--- src/rtl/stopwatch_ctrl.sv ---
// Stopwatch control: key conditioning, start/stop/lap FSM and tick prescaler
// driving an external BCD counter chain and seven-segment display stage.

// Per-key conditioning: two-flop synchronizer, stability-window debounce,
// press pulse on a debounced 1->0 edge. The pulse is suppressed until the key
// has been seen released for a full window after reset. This stops a key held
// through reset from producing a press when reset is released.
module stopwatch_ctrl_key #(
    parameter int unsigned DB_CYCLES = 1000000
) (
    input  logic clk,
    input  logic reset_,
    input  logic key_,
    output logic press
);

    localparam int unsigned CW = (DB_CYCLES > 2) ? $clog2(DB_CYCLES) : 1;
    localparam logic [CW-1:0] DB_LAST = CW'(DB_CYCLES - 1);

    logic          sync_a;
    logic          sync_b;
    logic          level;
    logic [CW-1:0] db_cnt;
    logic          armed;
    logic [CW-1:0] arm_cnt;
    logic [1:0]    fill;
    logic          fill_done;

    assign fill_done = (fill == 2'd2);

    // Two-flop synchronizer, released (1) out of reset
    always_ff @(posedge clk or negedge reset_) begin
        if (!reset_) begin
            sync_a <= 1'b1;
            sync_b <= 1'b1;
        end else begin
            sync_a <= key_;
            sync_b <= sync_a;
        end
    end

    // Marks when the synchronizer holds real key samples instead of reset values
    always_ff @(posedge clk or negedge reset_) begin
        if (!reset_) begin
            fill <= '0;
        end else if (!fill_done) begin
            fill <= fill + 2'd1;
        end
    end

    // Debounced level follows the synchronized key after DB_CYCLES disagreeing cycles
    always_ff @(posedge clk or negedge reset_) begin
        if (!reset_) begin
            level  <= 1'b1;
            db_cnt <= '0;
            press  <= 1'b0;
        end else begin
            press <= 1'b0;
            if (sync_b != level) begin
                if (db_cnt == DB_LAST) begin
                    level  <= sync_b;
                    db_cnt <= '0;
                    press  <= ~sync_b & armed;
                end else begin
                    db_cnt <= db_cnt + CW'(1);
                end
            end else begin
                db_cnt <= '0;
            end
        end
    end

    // Arms press events once the key has been stably released after reset
    always_ff @(posedge clk or negedge reset_) begin
        if (!reset_) begin
            armed   <= 1'b0;
            arm_cnt <= '0;
        end else if (!armed) begin
            if (fill_done && sync_b) begin
                if (arm_cnt == DB_LAST) begin
                    armed <= 1'b1;
                end else begin
                    arm_cnt <= arm_cnt + CW'(1);
                end
            end else begin
                arm_cnt <= '0;
            end
        end
    end

endmodule

module stopwatch_ctrl #(
    parameter int unsigned CLK_HZ    = 50000000,
    parameter int unsigned TICK_HZ   = 1000,
    parameter int unsigned DB_CYCLES = 1000000
) (
    input  logic       clk,
    input  logic       reset_,
    input  logic       key_ss_,
    input  logic       key_lap_,
    output logic       tick,
    output logic       clear_,
    output logic       freeze,
    output logic [1:0] state
);

    localparam int unsigned DIV = CLK_HZ / TICK_HZ;
    localparam int unsigned PW  = (DIV > 2) ? $clog2(DIV) : 1;
    localparam logic [PW-1:0] PRE_LAST = PW'(DIV - 1);

    typedef enum logic [1:0] {
        IDLE  = 2'b00,
        RUN   = 2'b01,
        PAUSE = 2'b10,
        LAP   = 2'b11
    } state_t;

    state_t        state_q;
    state_t        state_d;
    logic          ss_press;
    logic          lap_press;
    logic          lap_only;
    logic          clear_d;
    logic          clear_q;
    logic          freeze_q;
    logic          running;
    logic          running_d;
    logic [PW-1:0] pre;

    stopwatch_ctrl_key #(.DB_CYCLES(DB_CYCLES)) u_key_ss (
        .clk    (clk),
        .reset_ (reset_),
        .key_   (key_ss_),
        .press  (ss_press)
    );

    stopwatch_ctrl_key #(.DB_CYCLES(DB_CYCLES)) u_key_lap (
        .clk    (clk),
        .reset_ (reset_),
        .key_   (key_lap_),
        .press  (lap_press)
    );

    // Start/stop wins a same-cycle collision; the lap press is dropped
    assign lap_only  = lap_press & ~ss_press;
    assign running   = (state_q == RUN) || (state_q == LAP);
    assign running_d = (state_d == RUN) || (state_d == LAP);

    // Next-state and clear request from the current state and key events
    always_comb begin
        state_d = state_q;
        clear_d = 1'b1;
        case (state_q)
            IDLE: begin
                if (ss_press) begin
                    state_d = RUN;
                end else if (lap_only) begin
                    clear_d = 1'b0;
                end
            end
            RUN: begin
                if (ss_press) begin
                    state_d = PAUSE;
                end else if (lap_only) begin
                    state_d = LAP;
                end
            end
            PAUSE: begin
                if (ss_press) begin
                    state_d = RUN;
                end else if (lap_only) begin
                    state_d = IDLE;
                    clear_d = 1'b0;
                end
            end
            LAP: begin
                if (ss_press) begin
                    state_d = PAUSE;
                end else if (lap_only) begin
                    state_d = RUN;
                end
            end
            default: state_d = IDLE;
        endcase
    end

    // State register with clear and freeze registered alongside it
    always_ff @(posedge clk or negedge reset_) begin
        if (!reset_) begin
            state_q  <= IDLE;
            clear_q  <= 1'b1;
            freeze_q <= 1'b0;
        end else begin
            state_q  <= state_d;
            clear_q  <= clear_d;
            freeze_q <= (state_d == LAP);
        end
    end

    // Prescaler advances only while staying in RUN/LAP, so it reads 0 whenever stopped
    always_ff @(posedge clk or negedge reset_) begin
        if (!reset_) begin
            pre <= '0;
        end else if (running && running_d) begin
            pre <= (pre == PRE_LAST) ? '0 : pre + PW'(1);
        end else begin
            pre <= '0;
        end
    end

    // A start/stop press always leaves RUN/LAP, so that cycle never ticks
    assign tick   = running && (pre == PRE_LAST) && !ss_press;
    assign clear_ = clear_q;
    assign freeze = freeze_q;
    assign state  = state_q;

endmodule

--- config.mk ---
export PLATFORM = sky130hd
export DESIGN_NAME = stopwatch_ctrl
export DESIGN_NICKNAME = d
export VERILOG_FILES = /design/src/rtl/stopwatch_ctrl.sv
export SDC_FILE = /design/constraint.sdc
export NUM_CORES = 1
export LEC_CHECK = 0
export ABC_AREA = 1
export BUFFER_PORTS_ARGS = -buffer_cell sky130_fd_sc_hd__buf_4
export CAP_MARGIN = 20
export CORE_MARGIN = 10
export CORE_UTILIZATION = 57
export DETAILED_ROUTE_END_ITERATION = 8
export PLACE_DENSITY_LB_ADDON = 0.3
export SLEW_MARGIN = 25
export SYNTH_ARGS = -nofsm -noshare
export SYNTH_HDL_FRONTEND = slang
export SYNTH_SLANG_ARGS = --single-unit
export TNS_END_PERCENT = 50
--- constraint.sdc ---
create_clock -name clk -period 1.4 [get_ports clk]
set_input_delay 0.14 -clock clk [delete_from_list [all_inputs] [get_ports clk]]
set_output_delay 0.14 -clock clk [all_outputs]
set_load 0.05 [all_outputs]
Word level (Yosys, flattened, before mapping)

Cells that the tools add are included.

Bitwise operators: 8
Equality and inequality tests: 16
Add/sub/neg operators: 7
Reduce and logical (&&, ||, !) cells: 14
Multiplexer cells: 31

Operators with widths:

| operator                | number |
|---|---|
| $mux W20                | 8 |
| $add A20 B1 Y20 const B | 4 |
| $eq A20 B20 Y1 const B  | 4 |
| $mux W16                | 2 |
| $add A16 B1 Y16 const B | 1 |
| $eq A16 B16 Y1 const B  | 1 |
| $mux W2                 | 7 |
| $mux W1                 | 13 |
| $eq A2 B2 Y1 const B    | 5 |
| $pmux W2 S4             | 1 |
| $reduce_and A2 Y1       | 4 |
| $logic_and A1 B1 Y1     | 5 |
| $not A1 Y1              | 5 |
| $add A2 B1 Y2 const B   | 2 |
| $eq A2 B1 Y1 const B    | 2 |
| $ne A2 B2 Y1 const B    | 2 |
| $and A1 B1 Y1           | 3 |
| $logic_not A2 Y1        | 1 |
| $logic_or A1 B1 Y1      | 2 |
| $ne A1 B1 Y1            | 2 |
| $reduce_or A2 Y1        | 1 |
| $logic_not A1 Y1        | 1 |

Logic and storage cells: 96
Output and inout port bits: 5
Bits of input ports: 4
Bits in registers: 114

Longest topological paths before layout

Gate-level depths: netlist (run 1).

Depth in word-level cells: 9
Mapped depth: 11
Mapped depth without buffers: 10

Modules after synthesis

Synthesis (run 1) repeated with hierarchy kept, for this count alone.

Cells, all modules: 832
Area, all modules: 6,437.4 sq um

By module, submodules not included:

| module             | cells each | sequential area each (sq um) | area an instance (sq um) | times used |
|---|---|---|---|---|
| stopwatch_ctrl_key | 348        | 1,179.9                      | 2,680.1                  | 2 |
| stopwatch_ctrl     | 136        | 501.7                        | 1,077.3                  | 1 |

Worst setup path before layout (run 1)

No wires, ideal clock.

Path kind: register -> output
Start point: register pre[0]
End point: output tick
Data arrival time: 1,744 ps
Setup slack: -484 ps
Stages on the path, launching flop included: 8
Required time: 1,260 ps
Buffers on the path: 0
Cell sequence: dfrtp_1 > ha_1 > nand2_1 > nor2_1 > nand4_1 > nor2_1 > inv_1 > nor2_1

Word-level cells in the longest chain between the ends: 3

Ends and longest elaborated chain:

| what                             | line | source |
|---|---|---|
| from (decl)                      | 129  | `logic [PW-1:0] pre;` |
| from (signal assigned)           | 206  | `pre <= (pre == PRE_LAST) ? '0 : pre + PW'(1);` |
| $eq A16 B16 Y1                   | 213  | `assign tick = running && (pre == PRE_LAST) && !ss_press;` |
| $logic_and A1 B1 Y1 (2 in a row) | 213  |  |
| to (decl)                        | 102  | `output logic tick,` |

No other way between the ends.

Worst setup path after layout (run 1)

Ends and elaborated chain as after synthesis.

==> results of run 1 <==
[sequential cells by signal, indices dropped and copies added, names as in the netlist, 2 cells and up]
name and flops:
u_key_ss.db_cnt 20, u_key_lap.fill 2, pre 16, state 2, u_key_ss.fill 2, u_key_lap.db_cnt 20
u_key_lap.arm_cnt 20, u_key_ss.arm_cnt 20
[metrics by stage]
step | hold slack (ns) | setup WS, ns | TNS [ns] | total power, uW | cells
after floorplan | -0.1556 | -0.1285 | -1.203 | 3518 | 821
after global placement | 0.05188 | -0.07291 | -2.730 | 3674 | 1051
after detailed placement | 0.06371 | -0.1582 | -7.686 | 3694 | 1051
after CTS | 0.03932 | -0.6140 | -3.881 | 8427 | 1109
after global routing | 0.05566 | -0.6671 | -17.71 | 8783 | 1125
final | 0.03637 | -0.6144 | -12.26 | 8569 | 1125
[synth_stat cells]
master      n  area, sq um
nor2_8      1        20.02
o21ai_0    35        175.2
nand2_8     1        20.02
nor2_2      6        37.54
nand3_1    61        305.3
nand3b_1    3        22.52
a21oi_1     8        40.04
nand3_4     3        52.55
o21bai_1    2        15.01
nand2_2     5        31.28
nor3_2      1        10.01
o21ai_1     3        15.01
buf_4       2        15.01
a21boi_0    1        7.510
dfstp_2     7        183.9
and3_1      1        6.260
nor3_1     24        120.1
buf_2       1        5.000
nor2_1    162        608.1
xnor2_2     1        16.27
buf_6       1        11.26
a31oi_1     1        6.260
nand4_1    11        68.82
nor3b_1     2        15.01
inv_1      85        319.1
nand2_1   214        803.3
nand3_2     2        20.02
dfrtp_1   107         2678
o21ai_2    10        87.58
ha_1        7        87.58
clkinv_4    1        8.760
xor2_1     34        297.8
xnor2_1    13        113.9
buf_12      1        20.02
and2_1      3        18.77
nor4_1      1        6.260
[how the worst max path moves through the flow]
stage	start	endpoint	slack, ns	depth (start not counted)
2_1_floorplan	pre[0]	tick	-0.13	7
3_3_place_gp	pre[1]	pre[10]	-0.07	8
3_5_place_dp	pre[1]	pre[10]	-0.16	8
4_1_cts	pre[1]	tick	-0.61	8
5_1_grt	pre[0]	tick	-0.67	8
6_report	pre[0]	tick	-0.61	8
[layout make-up]
type                            instances  area share [%]
Clock buffer                           18           4.717
Clock inverter                         14           2.331
Inverter                               86           3.697
Multi-Input combinational cell        620           42.73
Sequential cell                       114           31.70
Tap cell                              140           1.931
Timing Repair Buffer                  133           12.90
[what timing repair did]
action | in CTS | in global routing
gates resized for setup | 114 | 166
gates cloned | 4 | 0
pin swaps | 29 | 52
endpoints found under the hold margin | 111 | 0
hold buffers | 3 | 0
setup endpoints to repair | 87 | 96
setup buffers | 22 | 19
[per-layer routing]
layer | vias up | share of wire, % | track usage [%]
li1 | 2913 | - | -
met1 | 3195 | 35 | 23.84
met2 | 415 | 51 | 38.90
met3 | 156 | 7.2 | 6.128
met4 | 0 | 6.3 | 10.84
met5 | - | 0 | 0
[power by group]
part	total (uW)	switching, uW	internal, uW
clock network	4800	1690	3110
registers	3370	37.4	3340
logic	392	228	164
[worst max-delay path: cells and delay by family (launching register included)]
kind,cells,cell delay (ns)
buf+inv,2,0.22
flops,1,0.40
simple gates,5,0.53
fa+ha+maj,1,0.17
[logic make-up (layout without fill, tap and decap cells)]
logic type      after synthesis  count (layout)  synth area share [%]
simple gates                501             505                 34.55
flops                       114             114                 45.65
fa+ha+maj                     7               7                 1.397
compound gates               60              60                 5.529
xor+xnor                     48              48                 6.827
buf+inv                      91             251                 6.048
==> run summary, run 1 <==
========================================================================================
Failing checks                                                              negative setup slack
Routability Congestion                                                            0.8995
Setup slack on the worst flop-to-flop path                                      -0.32 ns
Gr usage total                                                                    22.09%
Site Rows                                                                             38
Final routed wire length divided by cell count                                  18.78 um
R2r startpoint                                                              u_key_ss.arm_cnt[11]
Setup repair after global routing missed its margin                                 true
Area of combinational cells with multiple inputs                            0.003876 sq mm
Final worst setup slack                                                       -0.6144 ns
Total CTS buffers                                                                     17
Sinks on Clock Net                                                                   114
Final WL                                                                        21130 um
FF+latch area                                                               0.002875 sq mm
Total half-perimeter wirelength after legalization and detailed placement       10350 um
Diodes inserted                                                                        0
Synthesized netlist cell count                                                       821
Endpoint class of the critical path                                           output pin
Final global-route overflow total                                                      0
Layout overhead on the synthesized area                                           44.71%
Number of nets produced by synthesis                                                 832
Avg Synthesized Cell Area                                                    7.635 sq um
Cell-by-cell trace of the critical path                                     ha_4 > nand2_4 > nor2_4 > nand4_1 > nor2_2 > inv_2 > nor2_4 > buf_8
Antenna-violating nets left                                                            0
Count of input and output buffers                                                      8
Endpoint required time on the critical path                                      1.26 ns
Reg2Reg Depth                                                                          6
Share of post-route cells with drive strength above 1                             37.77%
Max-capacitance violation count                                                        0
Yosys reg bits                                                                       114
Initial antenna violation count                                                        0
Number of hold violations in the final report                                          0
Design Area, Final                                                          0.009071 sq mm
Total via count in the routed design                                                6679
Most common cell after layout, fill and taps aside                               nand2_1
Effective utilization at floorplan                                                58.08%
Pin count of the biggest net entering global routing                                  49
Number of max-slew violations in the final report                                      0
Die Y                                                                           124.9 um
Number of distinct standard cells referenced by the synthesized netlist               36
Top fanout value on the critical path                                                  2
H-tree depth                                                                           4
Power per cell area                                                         944.6 mW/mm^2
Slew at the pin with the worst max-slew slack                                  0.4155 ns
Critical Path Most Common Cell                                                    nor2_4
Fill cell instance count of the final layout                                         531
Wire length of the first global-routing pass                                    28750 um
Sequential cell area fraction in the yosys report                                 45.65%
Die extent in x                                                                 124.9 um
Clock insertion delay at the later pin of the skew report                        0.56 ns
Post-route minimum period                                                       2.014 ns
Run status                                                                  complete, but fails checks
Yosys warns                                                                            0
Number of global-route vias before repair                                           6225
Root Driver                                                                     clkbuf_8
End of the worst register-to-register path                                  u_key_ss.arm_cnt[13]
Num ports                                                                              9
Critical path class                                                              reg2out
Fmax                                                                          0.4964 GHz
Number of nets in the finished design                                                983
Worst vdd ir                                                                     1113 uV
Hold WC Path Type                                                               in2async
Clock slew at the register clock pins of the worst setup and hold paths          0.07 ns
Worst Clk Skew                                                                0.01083 ns
Die footprint                                                               0.01559 sq mm
Post-detailed-placement cell area                                           0.007164 sq mm
Clock tree from TritonCTS                                                           done
Area of the core                                                            0.01079 sq mm
Relative slew slack                                                               72.20%
DRC violations left                                                                    0
Post-Route Utilization                                                            84.05%
Mapped Area                                                                 0.006269 sq mm
Pre-antenna DRT Iters                                                                  8
Library cell contributing the largest single delay on the critical path          dfrtp_1
Mean number of vias per cell                                                       5.937
Period utilisation layout                                                         143.9%
Crit path launch type                                                          flip-flop
Iteration-0 DRC count of the detailed router                                         834
Static leakage                                                               0.004081 uW
Leading cell types in the layout, fill and taps excluded                    nand2_1 (159), nor2_1 (123), buf_4 (102)
Slowest stage delay, CP                                                          0.40 ns
CTS Buffer Depth                                                                       2
Worst path arrival time                                                          1.87 ns
Final setup violation count                                                           88
========================================================================================
No activity file was read; power rests on OpenSTA's default activity.
==> run 2: changes to the inputs <==
PLACE_DENSITY_LB_ADDON = 0.25   (was 0.3)
SLEW_MARGIN = 20   (was 25)
==> run 2 against run 1 <==
  * The flow still finishes with violations (negative setup slack)
  * Clock skew down 0.00051 ns
  * Sequential share of layout area grew 0.18 points
  * Hold slack gained 0.092 ns
  * Power shrank 13%
  * Non-clock buffer count is 13 higher
  * Sequential cell count unchanged
  * Die area did not move
  * Largest cell class unchanged
==> run summary, run 2 (same netlist as run 1, synthesis figures left out) <==
========================================================================================
Final worst setup slack                                                       -0.6424 ns   -0.02797 ns
Worst vdd ir                                                                    852.3 uV   -23%
Critical Path Most Common Cell                                                    nor2_4
Pin count of the biggest net entering global routing                                  55   +12%
R2r startpoint                                                              u_key_ss.arm_cnt[8]
Worst path arrival time                                                          1.90 ns   +0.03 ns
Final routed wire length divided by cell count                                  17.99 um   -4.2%
Number of max-slew violations in the final report                                      0   unchanged
Mean number of vias per cell                                                       5.817   -2.0%
Clock slew at the register clock pins of the worst setup and hold paths          0.06 ns   about the same
Most common cell after layout, fill and taps aside                               nand2_1
Post-route minimum period                                                       2.042 ns   +0.02797 ns
Total CTS buffers                                                                     17   unchanged
FF+latch area                                                               0.002875 sq mm   unchanged
Sinks on Clock Net                                                                   114   unchanged
Library cell contributing the largest single delay on the critical path          dfrtp_1
Effective utilization at floorplan                                                58.08%   unchanged
Root Driver                                                                     clkbuf_8
Worst Clk Skew                                                                0.01032 ns   -0.0005075 ns
Met3 WL post-DR                                                                  1351 um   -12%
Static leakage                                                               0.004104 uW   +0.57%
Setup repair after global routing missed its margin                                 true
Leading cell types in the layout, fill and taps excluded                    nand2_1 (167), nor2_1 (124), buf_4 (120)
Antenna-violating nets left                                                            0   unchanged
Site Rows                                                                             38   unchanged
Area of combinational cells with multiple inputs                            0.003874 sq mm   about the same
Die extent in x                                                                 124.9 um   unchanged
Number of hold violations in the final report                                          0   unchanged
Layout overhead on the synthesized area                                           43.89%
Run status                                                                  complete, but fails checks
Top fanout value on the critical path                                                  2   unchanged
Fmax                                                                          0.4896 GHz   -1.4%
Die footprint                                                               0.01559 sq mm   unchanged
Hold WC Path Type                                                               in2async
Final setup violation count                                                           72   -18%
Setup slack on the worst flop-to-flop path                                      -0.38 ns   -0.06 ns
Clock insertion delay at the later pin of the skew report                        0.54 ns   -0.02 ns
Number of nets in the finished design                                                997   +1.4%
Worst path bufs/invs                                                                   2   unchanged
Number of global-route vias before repair                                           6179   -0.74%
Cell-by-cell trace of the critical path                                     ha_4 > nand2_4 > nor2_4 > nand4_1 > nor2_2 > inv_2 > nor2_4 > buf_8
M1 WL                                                                            7447 um   +0.94%
Gr usage total                                                                    21.19%   -0.90 points
Wire length of the first global-routing pass                                    27990 um   -2.7%
Final WL                                                                        20460 um   -3.2%
DRC violations left                                                                    0   unchanged
Slew at the pin with the worst max-slew slack                                  0.3668 ns   -0.04867 ns
Count of input and output buffers                                                      8   unchanged
Total via count in the routed design                                                6614   -0.97%
Num ports                                                                              9   unchanged
Fill cell instance count of the final layout                                         536   +0.94%
Kind of cell adding the most delay to the critical path                     simple AND/OR/NAND/NOR gates
Die Y                                                                           124.9 um   unchanged
Crit path launch type                                                          flip-flop
Final global-route overflow total                                                      0   unchanged
Period utilisation layout                                                         145.9%   +2.0 points
Diodes inserted                                                                        0   unchanged
Clock tree from TritonCTS                                                           done
Endpoint required time on the critical path                                      1.26 ns   about the same
Iteration-0 DRC count of the detailed router                                         781   -6.4%
End of the worst register-to-register path                                  u_key_ss.arm_cnt[19]
Final TNS setup                                                                -9.220 ns   +3.040 ns
Endpoint class of the critical path                                           output pin
Met2 WL                                                                         10400 um   -4.4%
Slowest stage delay, CP                                                          0.42 ns   +0.02 ns
Start point of the critical path                                                  pre[0]
Routability Congestion                                                            0.9406   +4.6%
H-tree depth                                                                           4   unchanged
Max-capacitance violation count                                                        0   unchanged
Failing checks                                                              negative setup slack
Area of the core                                                            0.01079 sq mm   unchanged
Critical path class                                                              reg2out
Relative slew slack                                                               75.45%   +3.3 points
CTS Buffer Depth                                                                       2   unchanged
Reg2Reg Depth                                                                          9   +3
Initial antenna violation count                                                        0   unchanged
Highest routed metal layer                                                          met4
Power per cell area                                                         829.7 mW/mm^2   -12%
Minimum setup slack after placement                                           -0.1711 ns   -0.01281 ns
Pre-antenna DRT Iters                                                                  8   unchanged
Share of post-route cells with drive strength above 1                             37.31%   -0.45 points
Total half-perimeter wirelength after legalization and detailed placement       10340 um   about the same
========================================================================================
-- run 2: cell count changes in the layout (fill, tap and decap cells not counted), sizes merged --
cell | before | now
nor2 | 169 | 170
clkinv | 8 | 6
buf | 130 | 143
clkbuf | 18 | 24
clkinvlp | 2 | 1
bufinv | 5 | 0
-- run 2: how the worst max path moves through the flow --
stage                     cells after the start  slack [ns]  endpoint
after floorplan                               7       -0.13      tick
after global placement                        8       -0.09      tick
after detailed placement                      8       -0.17    pre[8]
after CTS                                     8       -0.60      tick
after global routing                          8       -0.71      tick
final                                         8       -0.64      tick
-- run 2: stage by stage --
stage          util (%)  total power, uW  instance area, sq um  std cells  hold slack (ns)
2_1_floorplan         -             3518                  6294        821          -0.1556
3_3_place_gp      66.84             3683                  7214       1056           0.1405
3_5_place_dp      66.84             3694                  7214       1056           0.1406
4_1_cts           76.63             7411                  8270       1116           0.1365
5_1_grt           83.57             7680                  9020       1137           0.1581
6_report          83.57             7484                  9020       1137           0.1281
-- run 2: timing repair --
action / 4_1_cts / 5_1_grt
hold buffers: 3 / 0
buffers inserted: 21 / 27
gates cloned: 6 / 0
setup endpoints to repair: 79 / 93
gates resized for setup: 91 / 176
pin swaps: 34 / 53
hold endpoints to repair: 116 / 0
-- run 2: metal layers --
metal | global-route usage, % | vias up
met5 | 0 | -
met4 | 9.553 | 0
met3 | 5.404 | 142
met2 | 37.53 | 381
met1 | 23.31 | 3151
li1 | - | 2940
-- run 2: cell type report --
class / count / share of cell area (%)
multi-input cells: 621 / 42.95
flip-flops and latches: 114 / 31.88
repair buffers: 146 / 13.94
clock buffers: 24 / 5.216
inverters: 86 / 3.718
well taps: 140 / 1.942
clock inverters: 6 / 0.3607
-- run 2: worst register-to-register path: cells and delay by family, from the launching register on --
| family | cells | cell delay (ns) |
|---|---|---|
| and+or+nand+nor | 7 | 1.09 |
| DFF | 1 | 0.39 |
| buffers and inverters | 2 | 0.25 |
-- run 2: power by group --
group / internal (uW) / leakage, uW / switching, uW
clock network: 2270 / 0.000250 / 1460
registers: 3340 / 0.00153 / 36.5
logic: 159 / 0.00232 / 214
total: 5770 / 0.00410 / 1710
